### src/rtl/byte_word_packer_pkg.sv
// Shared definitions for the byte-to-word packer: lane width, count sizing and FSM states.
package byte_word_packer_pkg;

  localparam int LANE_W = 8;

  typedef enum logic {
    FILL = 1'b0,
    HOLD = 1'b1
  } state_e;

  // Count register must represent 0..N inclusive, where N is the lane count.
  function automatic int cnt_width(input int w);
    return $clog2(w / LANE_W + 1);
  endfunction

endpackage

### src/rtl/byte_word_packer_lane_demux.sv
// Decodes the current lane index into a one-hot per-lane byte write enable.
module byte_lane_demux #(
  parameter int N  = 32,
  parameter int CW = 6
) (
  input  logic [CW-1:0] i_sel,
  input  logic          i_en,
  output logic [N-1:0]  o_we
);

  always_comb begin
    o_we = '0;
    for (int k = 0; k < N; k++) begin
      if (i_en && (i_sel == CW'(k))) begin
        o_we[k] = 1'b1;
      end
    end
  end

endmodule

### src/rtl/byte_word_packer.sv
// Packs a stream of bytes into a W-bit lane-aligned word with early termination on in_last.
module byte_word_packer
  import byte_word_packer_pkg::*;
#(
  parameter  int W  = 256,
  localparam int N  = W / LANE_W,
  localparam int CW = cnt_width(W)
) (
  input  logic          clk,
  input  logic          rst,
  input  logic          in_valid,
  output logic          in_ready,
  input  logic [7:0]    in_byte,
  input  logic          in_last,
  output logic          out_valid,
  input  logic          out_ready,
  output logic [W-1:0]  out_word,
  output logic [CW-1:0] out_nbytes
);

  state_e          r_state;
  logic [CW-1:0]   r_cnt;
  logic [CW-1:0]   r_nbytes;
  logic [W-1:0]    r_word;

  logic            w_in_ready;
  logic            w_accept;
  logic            w_retire;
  logic            w_close;
  logic [CW-1:0]   w_lane_sel;
  logic [N-1:0]    w_we;
  logic [W-1:0]    w_next_word;

  // Only out_ready reaches in_ready; a retiring word frees the slot in the same cycle.
  assign w_in_ready = (r_state == FILL) || out_ready;
  assign w_accept   = in_valid && w_in_ready;
  assign w_retire   = (r_state == HOLD) && out_ready;
  assign w_close    = (r_cnt == CW'(N - 1)) || in_last;
  assign w_lane_sel = (r_state == HOLD) ? '0 : r_cnt;

  byte_lane_demux #(
    .N  (N),
    .CW (CW)
  ) u_lane_demux (
    .i_sel (w_lane_sel),
    .i_en  (w_accept),
    .o_we  (w_we)
  );

  // A retire clears every lane so the next word never carries stale bytes.
  for (genvar k = 0; k < N; k++) begin : g_lane
    assign w_next_word[LANE_W*k +: LANE_W] =
      w_we[k]  ? in_byte :
      w_retire ? 8'h00   : r_word[LANE_W*k +: LANE_W];
  end

  always_ff @(posedge clk or posedge rst) begin
    if (rst) begin
      r_state  <= FILL;
      r_cnt    <= '0;
      r_nbytes <= '0;
      r_word   <= '0;
    end else begin
      r_word <= w_next_word;
      case (r_state)
        FILL: begin
          if (w_accept) begin
            if (w_close) begin
              r_state  <= HOLD;
              r_nbytes <= r_cnt + CW'(1);
              r_cnt    <= '0;
            end else begin
              r_cnt <= r_cnt + CW'(1);
            end
          end
        end
        HOLD: begin
          // A single-byte packet arriving during retire goes straight back to HOLD.
          if (out_ready) begin
            if (w_accept && in_last) begin
              r_nbytes <= CW'(1);
              r_cnt    <= '0;
            end else if (w_accept) begin
              r_state  <= FILL;
              r_cnt    <= CW'(1);
              r_nbytes <= '0;
            end else begin
              r_state  <= FILL;
              r_cnt    <= '0;
              r_nbytes <= '0;
            end
          end
        end
        default: begin
          r_state  <= FILL;
          r_cnt    <= '0;
          r_nbytes <= '0;
        end
      endcase
    end
  end

  assign in_ready   = w_in_ready;
  assign out_valid  = (r_state == HOLD);
  assign out_word   = r_word;
  assign out_nbytes = r_nbytes;

endmodule

### config.mk
export PLATFORM = sky130hd
export DESIGN_NAME = byte_word_packer
export DESIGN_NICKNAME = d
export VERILOG_FILES = /design/src/rtl/byte_word_packer_pkg.sv /design/src/rtl/byte_word_packer_lane_demux.sv /design/src/rtl/byte_word_packer.sv
export SDC_FILE = /design/constraint.sdc
export NUM_CORES = 1
export LEC_CHECK = 0
export BUFFER_PORTS_ARGS = -buffer_cell sky130_fd_sc_hd__buf_2
export CAP_MARGIN = 20
export CORE_ASPECT_RATIO = 1.2
export CORE_MARGIN = 8
export CORE_UTILIZATION = 47
export DETAILED_ROUTE_END_ITERATION = 8
export PLACE_DENSITY = 0.78
export SYNTH_ARGS = -nofsm -noshare
export SYNTH_HDL_FRONTEND = slang
export SYNTH_HIERARCHICAL = 1
export SYNTH_SLANG_ARGS = --single-unit
### constraint.sdc
create_clock -name clk -period 7.75 [get_ports clk]
set_clock_uncertainty 0.05 [all_clocks]
set_input_delay 0.775 -clock clk [delete_from_list [all_inputs] [get_ports clk]]
set_output_delay 0.775 -clock clk [all_outputs]
set_load 0.05 [all_outputs]
==> results of run 1 <==
[metal layers]
metal	track usage, %	wire [um]
met1	28.85	13480
met2	37.74	16250
met3	4.358	2430
met4	8.548	1179
met5	0	0
[logic make-up after synthesis]
| family | share of synthesized area, % |
|---|---|
| buffers and inverters | 4.335 |
| muxes | 0.4504 |
| xor gates and xnor gates | 0.2365 |
| AOI/OAI and AO/OA | 12.87 |
| DFF | 60.58 |
| and+or+nand+nor | 21.42 |
| adders and majority gates | 0.1126 |
[worst max-delay path, stage by stage (launching register included)]
cell and delay [ns]:
dfrtp_1 0.60, inv_1 0.25, nor2_1 0.11, nor2_1 0.37
or4bb_1 0.72, nor2_1 0.70, o21ai_0 0.23
[Yosys cell counts (2+ instances only)]
| master | count |
|---|---|
| dfrtp_1 | 269 |
| nor2b_1 | 6 |
| mux2i_1 | 5 |
| buf_1 | 33 |
| nor2_1 | 36 |
| nand4b_1 | 3 |
| a31oi_1 | 2 |
| nand4bb_1 | 2 |
| o21ai_1 | 73 |
| clkbuf_1 | 27 |
| buf_4 | 11 |
| nand4_1 | 2 |
| nand3_1 | 4 |
| buf_2 | 13 |
| or3b_2 | 2 |
| xnor2_1 | 3 |
| nand3b_1 | 4 |
| a211oi_1 | 2 |
| inv_1 | 5 |
| a21oi_1 | 6 |
| nand2_1 | 523 |
| buf_6 | 8 |
| o21ai_0 | 190 |
| nand2b_1 | 4 |
| nand3_2 | 2 |
[state kept, by name, summed over array words and instances (netlist names)]
signal / flops
out_nbytes: 6
out_valid: 1
out_word: 256
r_cnt: 6
[layout make-up]
cell class / instances / share of cell area [%]
sequential: 269 / 50.43
clock inverter: 5 / 0.4593
tap: 315 / 2.953
timing repair buffer: 284 / 11.14
inverter: 5 / 0.1687
clock buffer: 38 / 5.587
multi-input combinational: 883 / 29.27
[power by group through the flow]
stage                     clock (mW)  sequential, mW  combinational (mW)
final                           1.21            1.49               0.419
after global routing            1.30            1.50               0.448
after CTS                       1.25            1.49               0.418
after detailed placement           0            1.51               0.419
after global placement             0            1.51               0.414
after floorplan                    0            1.68               0.142
[stage by stage]
| step | cells | cell area (sq um) | util, % | worst slack [ns] | hold slack, ns |
|---|---|---|---|---|---|
| final | 1799 | 13350 | 57.53 | 4.577 | 0.1094 |
| after global routing | 1799 | 13350 | 57.53 | 4.277 | 0.09783 |
| after CTS | 1796 | 13280 | 57.24 | 4.581 | 0.4540 |
| after detailed placement | 1753 | 12470 | 53.76 | 4.409 | 0.4542 |
| after global placement | 1753 | 12470 | 53.76 | 4.533 | 0.4503 |
| after floorplan | 1249 | 11120 | - | 3.372 | 0.4908 |
[worst max-delay path by stage]
stage / slack [ns] / depth (start not counted) / end / start
6_report: 4.58 / 6 / out_word[68] / out_valid
5_1_grt: 4.28 / 6 / out_word[199] / out_valid
4_1_cts: 4.58 / 6 / out_word[199] / out_valid
3_5_place_dp: 4.41 / 6 / out_word[199] / in_valid
3_3_place_gp: 4.53 / 6 / out_word[199] / in_valid
2_1_floorplan: 3.37 / 1 / out_nbytes[0] / rst
==> summary.md, run 1 <==
| Metric | Value |
|---|---|
| Fillers | 2079 |
| CTS resizes | 0 |
| Slew margin rel. | 32.10% |
| Pins over their slew limit | 0 |
| Drt pass-1 iters | 6 |
| TritonCTS buffer count | 26 |
| Storage cell area | 6731 sq um |
| Antenna Violating Nets Remaining | 0 |
| Critical R2R Capture | out_word[68] |
| Power Internal | 2.225 mW |
| Avg Inst Size Synth | 8.897 sq um |
| Root Buffer | clkbuf_16 |
| Pwr Density | 234.0 nW/um^2 |
| Post-synthesis cell count | 1249 |
| Final Routed Wirelength | 33.34 mm |
| Setup TNS | 0 ns |
| Multi-input gate area | 3906 sq um |
| Later-pin clock latency in the skew report | 0.51 ns |
| Vias in the first global route | 8954 |
| Final net count | 1483 |
| Most frequent cells in the layout | nand2_1 (522), buf_2 (276), dfrtp_1 (269), o21ai_0 (190), o21ai_1 (73) |
| Die width | 156.4 um |
| Max Clk Rate | 315.2 MHz |
| TritonCTS clock tree | yes |
| Post-layout min period | 3.173 ns |
| Via Count | 9287 |
| IO buf count | 276 |
| Kind of critical path | flop to flop |
| Register bit total from synthesis | 269 |
| Yosys top cell area share | 60.58% |
| Row count | 61 |
| Ys Warns | 6 |
| Switching Share | 28.79% |
| DRC | 0 |
| VDD IR max | 0.0001686 V |
| Cell taking the most area after synthesis | dfrtp_1 |
| Mapped cell area | 11110 sq um |
| Num ports | 277 |
| DIE HEIGHT | 184.4 um |
| Hold Fails Final Rpt | 0 |
| WL/cell | 18.53 um |
| Critical path arrival | 3.49 ns |
| P_sw | 0.8993 mW |
| GPL Wtd Cong | 0.8289 |
| Detailed router's first-iteration violation count | 722 |
| Total track usage | 22.66% |
| Hold Buf Count CTS | 0 |
| Final worst path period share | 40.94% |
| DR vias/cell | 5.162 |
| Net Count, Synth | 1263 |
| Leading cell type in the layout, fill and taps excluded | nand2_1 |
| CTS max path bufs | 3 |
| Largest net degree at the start of global routing | 112 |
| Ys flop type | dfrtp_1 |
| Post-synth ARST share | 100.0% |
| Sequential share of power | 47.7% |
| Initial Util | 47.89% |
| Max H-tree Level | 1 |
| Final Setup Violations | 0 |
| Tightest Pin Transition | 1.015 ns |
| MaxCap Viol Count | 0 |
| RSZ-0062 raised after global routing | no |
| Critical Path Sink Type | flop |
| Share of layout cells above drive strength 1 | 22.30% |
| # clock sinks | 269 |
| HP Class | input port to async pin |
| Post-synth cell types | 39 |
| Synthesis-to-finish area growth | 20.12% |
| CP Max Fanout | 20 |
| Area contributors post-synth | dfrtp_1 (61%), nand2_1 (18%), o21ai_0 (8.6%) |
| Post-synthesis sequential area ratio | 60.58% |
| Clock Pin Slew Worst Setup and Hold Paths | 0.07 ns |
| Die area | 28840 sq um |
| Core Footprint | 23200 sq um |
| Combinational Power Share | 13.4% |
| Leak pwr | 6.663 nW |
| First-pass GRT wire length | 51.43 mm |
| EDFF count, synth | 0 |
| Setup Fix Bufs, Post-CTS | 0 |
| Antenna cells | 0 |
| Clock power share | 38.9% |
| Initial antenna violation count | 0 |
| Worst Setup Start Kind | flop |
| DP Wirelength | 21.85 mm |
| Worst r2r src | out_valid |
| Worst Path Required | 8.07 ns |
| Total gr overflow | 0 |
| Reg2Reg Depth | 6 |
| Reg-to-reg setup timing slack | 4.58 ns |
| Status | completed |
| Total Power | 3.124 mW |
No activity file was read; power rests on OpenSTA's default activity.
==> run 2: changes to the inputs <==
--- a/config.mk
+++ b/config.mk
@@ -11,7 +11,7 @@
 export CORE_MARGIN = 8
 export CORE_UTILIZATION = 47
 export DETAILED_ROUTE_END_ITERATION = 8
-export PLACE_DENSITY = 0.78
+export PLACE_DENSITY = 0.75
 export SYNTH_ARGS = -nofsm -noshare
 export SYNTH_HDL_FRONTEND = slang
 export SYNTH_HIERARCHICAL = 1
==> constraint.sdc (replaced) <==
create_clock -name clk -period 3.05 [get_ports clk]
set_clock_uncertainty 0.05 [all_clocks]
set_input_delay 0.305 -clock clk [delete_from_list [all_inputs] [get_ports clk]]
set_output_delay 0.305 -clock clk [all_outputs]
set_load 0.05 [all_outputs]
==> summary.md, run 2 (synthesized netlist as in run 1, its figures left out) <==
| Metric | Value |
|---|---|
| Status | finished with violations (was completed) |
| Failing checks | hold timing |
| Pwr Density | 612.7 nW/um^2 (was 234.0 nW/um^2) |
| Final Routed Wirelength | 33.83 mm (was 33.34 mm) |
| DRC | 0 (unchanged) |
| TritonCTS buffer count | 26 (unchanged) |
| CP Buf/Inv Count | 2 (was 1) |
| Die width | 156.4 um (unchanged) |
| Critical path arrival | 2.81 ns (was 3.49 ns) |
| Initial Util | 47.89% (unchanged) |
| Via Count | 9527 (was 9287) |
| Antenna cells | 0 (unchanged) |
| Leak pwr | 6.915 nW (was 6.663 nW) |
| Reg-to-reg setup timing slack | 0.63 ns (was 4.58 ns) |
| IO buf count | 276 (unchanged) |
| First-pass GRT wire length | 52.31 mm (was 51.43 mm) |
| Critical R2R Capture | out_word[198] (was out_word[68]) |
| # clock sinks | 269 (unchanged) |
| HP Class | input port to async pin (unchanged) |
| CTS resizes | 0 (unchanged) |
| DIE HEIGHT | 184.4 um (unchanged) |
| Post-layout min period | 2.419 ns (was 3.173 ns) |
| Worst r2r src | out_valid (unchanged) |
| Crit-path cells | inv_1, nor2_1, nor2_1, or4bb_1, nor2_1, buf_4, nand2_1, o21ai_1 (was inv_1, nor2_1, nor2_1, or4bb_1, nor2_1, o21ai_0) |
| Top Family by Delay on Critical Path | simple AND/OR/NAND/NOR gates (unchanged) |
| GPL Wtd Cong | 0.7986 (was 0.8289) |
| Drt pass-1 iters | 5 (was 6) |
| Total track usage | 23.05% (was 22.66%) |
| Worst path slowest cell | or4bb_1 (unchanged) |
| Crit-path most repeated cell | nor2_1 (unchanged) |
| Critical Path Sink Type | flop (unchanged) |
| Worst Setup Start Kind | flop (unchanged) |
| Most frequent cells in the layout | nand2_1 (522), buf_2 (276), dfrtp_1 (269), o21ai_0 (190), o21ai_1 (73) (unchanged) |
| Later-pin clock latency in the skew report | 0.52 ns (was 0.51 ns) |
| Non-Filler Instances | 1835 (was 1799) |
| Vias in the first global route | 9231 (was 8954) |
| Power Internal | 6.059 mW (was 2.225 mW) |
| Largest net degree at the start of global routing | 138 (was 112) |
| Pins over their slew limit | 0 (unchanged) |
| Cells after DPL | 1787 (was 1753) |
| Slew margin rel. | 34.33% (was 32.10%) |
| Detailed router's first-iteration violation count | 615 (was 722) |
| RSZ-0062 raised after global routing | no (unchanged) |
| Switching Share | 28.04% (was 28.79%) |
| Final net count | 1514 (was 1483) |
| DP Wirelength | 21.78 mm (was 21.85 mm) |
| Worst Path Required | 3.44 ns (was 8.07 ns) |
| Initial antenna violation count | 0 (unchanged) |
| Core Footprint | 23200 sq um (unchanged) |
| MaxCap Viol Count | 0 (unchanged) |
| Die area | 28840 sq um (unchanged) |
| VDD IR max | 0.0004511 V (was 0.0001686 V) |
| Max reg flops | 256 (unchanged) |
| Tightest Pin Transition | 0.9851 ns (was 1.015 ns) |
| P_sw | 2.362 mW (was 0.8993 mW) |
| Hold WS | -0.07658 ns (was 0.1094 ns) |
| Hold Buf Count CTS | 0 (unchanged) |
| Total Power | 8.421 mW (was 3.124 mW) |
| Hold Fails Final Rpt | 63 (was 0) |
| Reg2Reg Depth | 8 (was 6) |
| Max Clk Rate | 413.5 MHz (was 315.2 MHz) |
| Synthesis-to-finish area growth | 23.69% (was 20.12%) |
| Leading cell type in the layout, fill and taps excluded | nand2_1 (unchanged) |
| CTS max path bufs | 3 (unchanged) |
| Sequential share of power | 44.9% (was 47.7%) |
| Kind of critical path | flop to flop (unchanged) |
| Antenna Violating Nets Remaining | 0 (unchanged) |
| DR vias/cell | 5.192 (was 5.162) |
| Num ports | 277 (unchanged) |
| CP Max Fanout | 16 (was 20) |
| Crit path depth | 8 (was 6) |
| Setup Fix Bufs, Post-CTS | 0 (unchanged) |
| TritonCTS clock tree | yes (unchanged) |
| Crit path largest cell delay | 0.70 ns (was 0.72 ns) |
| Root Buffer | clkbuf_16 (unchanged) |
| Row count | 61 (unchanged) |
| Clock power share | 42.1% (was 38.9%) |
| Total gr overflow | 0 (unchanged) |
| Combinational Power Share | 12.9% (was 13.4%) |
| Final Setup Violations | 0 (unchanged) |
| Final worst path period share | 79.30% (was 40.94%) |
| Max H-tree Level | 1 (unchanged) |
| Share of layout cells above drive strength 1 | 24.34% (was 22.30%) |
| WL/cell | 18.43 um (was 18.53 um) |
| Clock Pin Slew Worst Setup and Hold Paths | 0.06 ns (was 0.07 ns) |
==> run 2: worst max path at each step <==
stage	from	end
5_1_grt	out_valid	out_word[197]
2_1_floorplan	rst	out_nbytes[0]
6_report	out_valid	out_word[198]
3_5_place_dp	out_valid	out_word[197]
4_1_cts	out_valid	out_word[198]
3_3_place_gp	in_valid	out_word[194]
==> run 2: layout make-up <==
cell class / instances / area (sq um)
inverter: 5 / 22.52
tap: 315 / 394.1
clock inverter: 11 / 191.4
fill: 2011 / 9458
timing repair buffer: 315 / 1737
multi-input combinational: 883 / 3906
clock buffer: 37 / 762.0
sequential: 269 / 6731
==> run 2: through the flow <==
stage,hold slack (ns),setup slack (ns),TNS [ns],util (%),instance area [sq um]
5_1_grt,0.02261,0.5146,0,59.24,13740
6_report,-0.07658,0.6314,0,59.24,13740
3_5_place_dp,0.4549,0.6936,0,55.13,12790
3_3_place_gp,0.4494,0.7382,0,55.13,12790
4_1_cts,0.002301,0.6685,0,59.24,13740
2_1_floorplan,0.3441,-0.8585,-230.92,-,11120
==> run 2: power by group through the flow <==
stage          Combinational [mW]  Sequential, mW  Clock [mW]
2_1_floorplan               0.361            4.26           0
3_3_place_gp                 1.08            3.84           0
3_5_place_dp                 1.10            3.84           0
4_1_cts                      1.10            3.78        3.59
5_1_grt                      1.16            3.80        3.74
6_report                     1.09            3.78        3.55
==> run 2: tightest hold or removal path: stages <==
cell and delay [ns]:
buf_2 0.11, clkinvlp_4 0.10, buf_12 0.47
==> run 2: metal layers <==
layer,global-route usage [%],vias up,part of all wire [%]
met3,4.709,73,8.1
met2,38.11,364,48
met4,8.933,0,3.9
met1,29.30,4562,40
li1,-,4528,-
met5,0,-,0
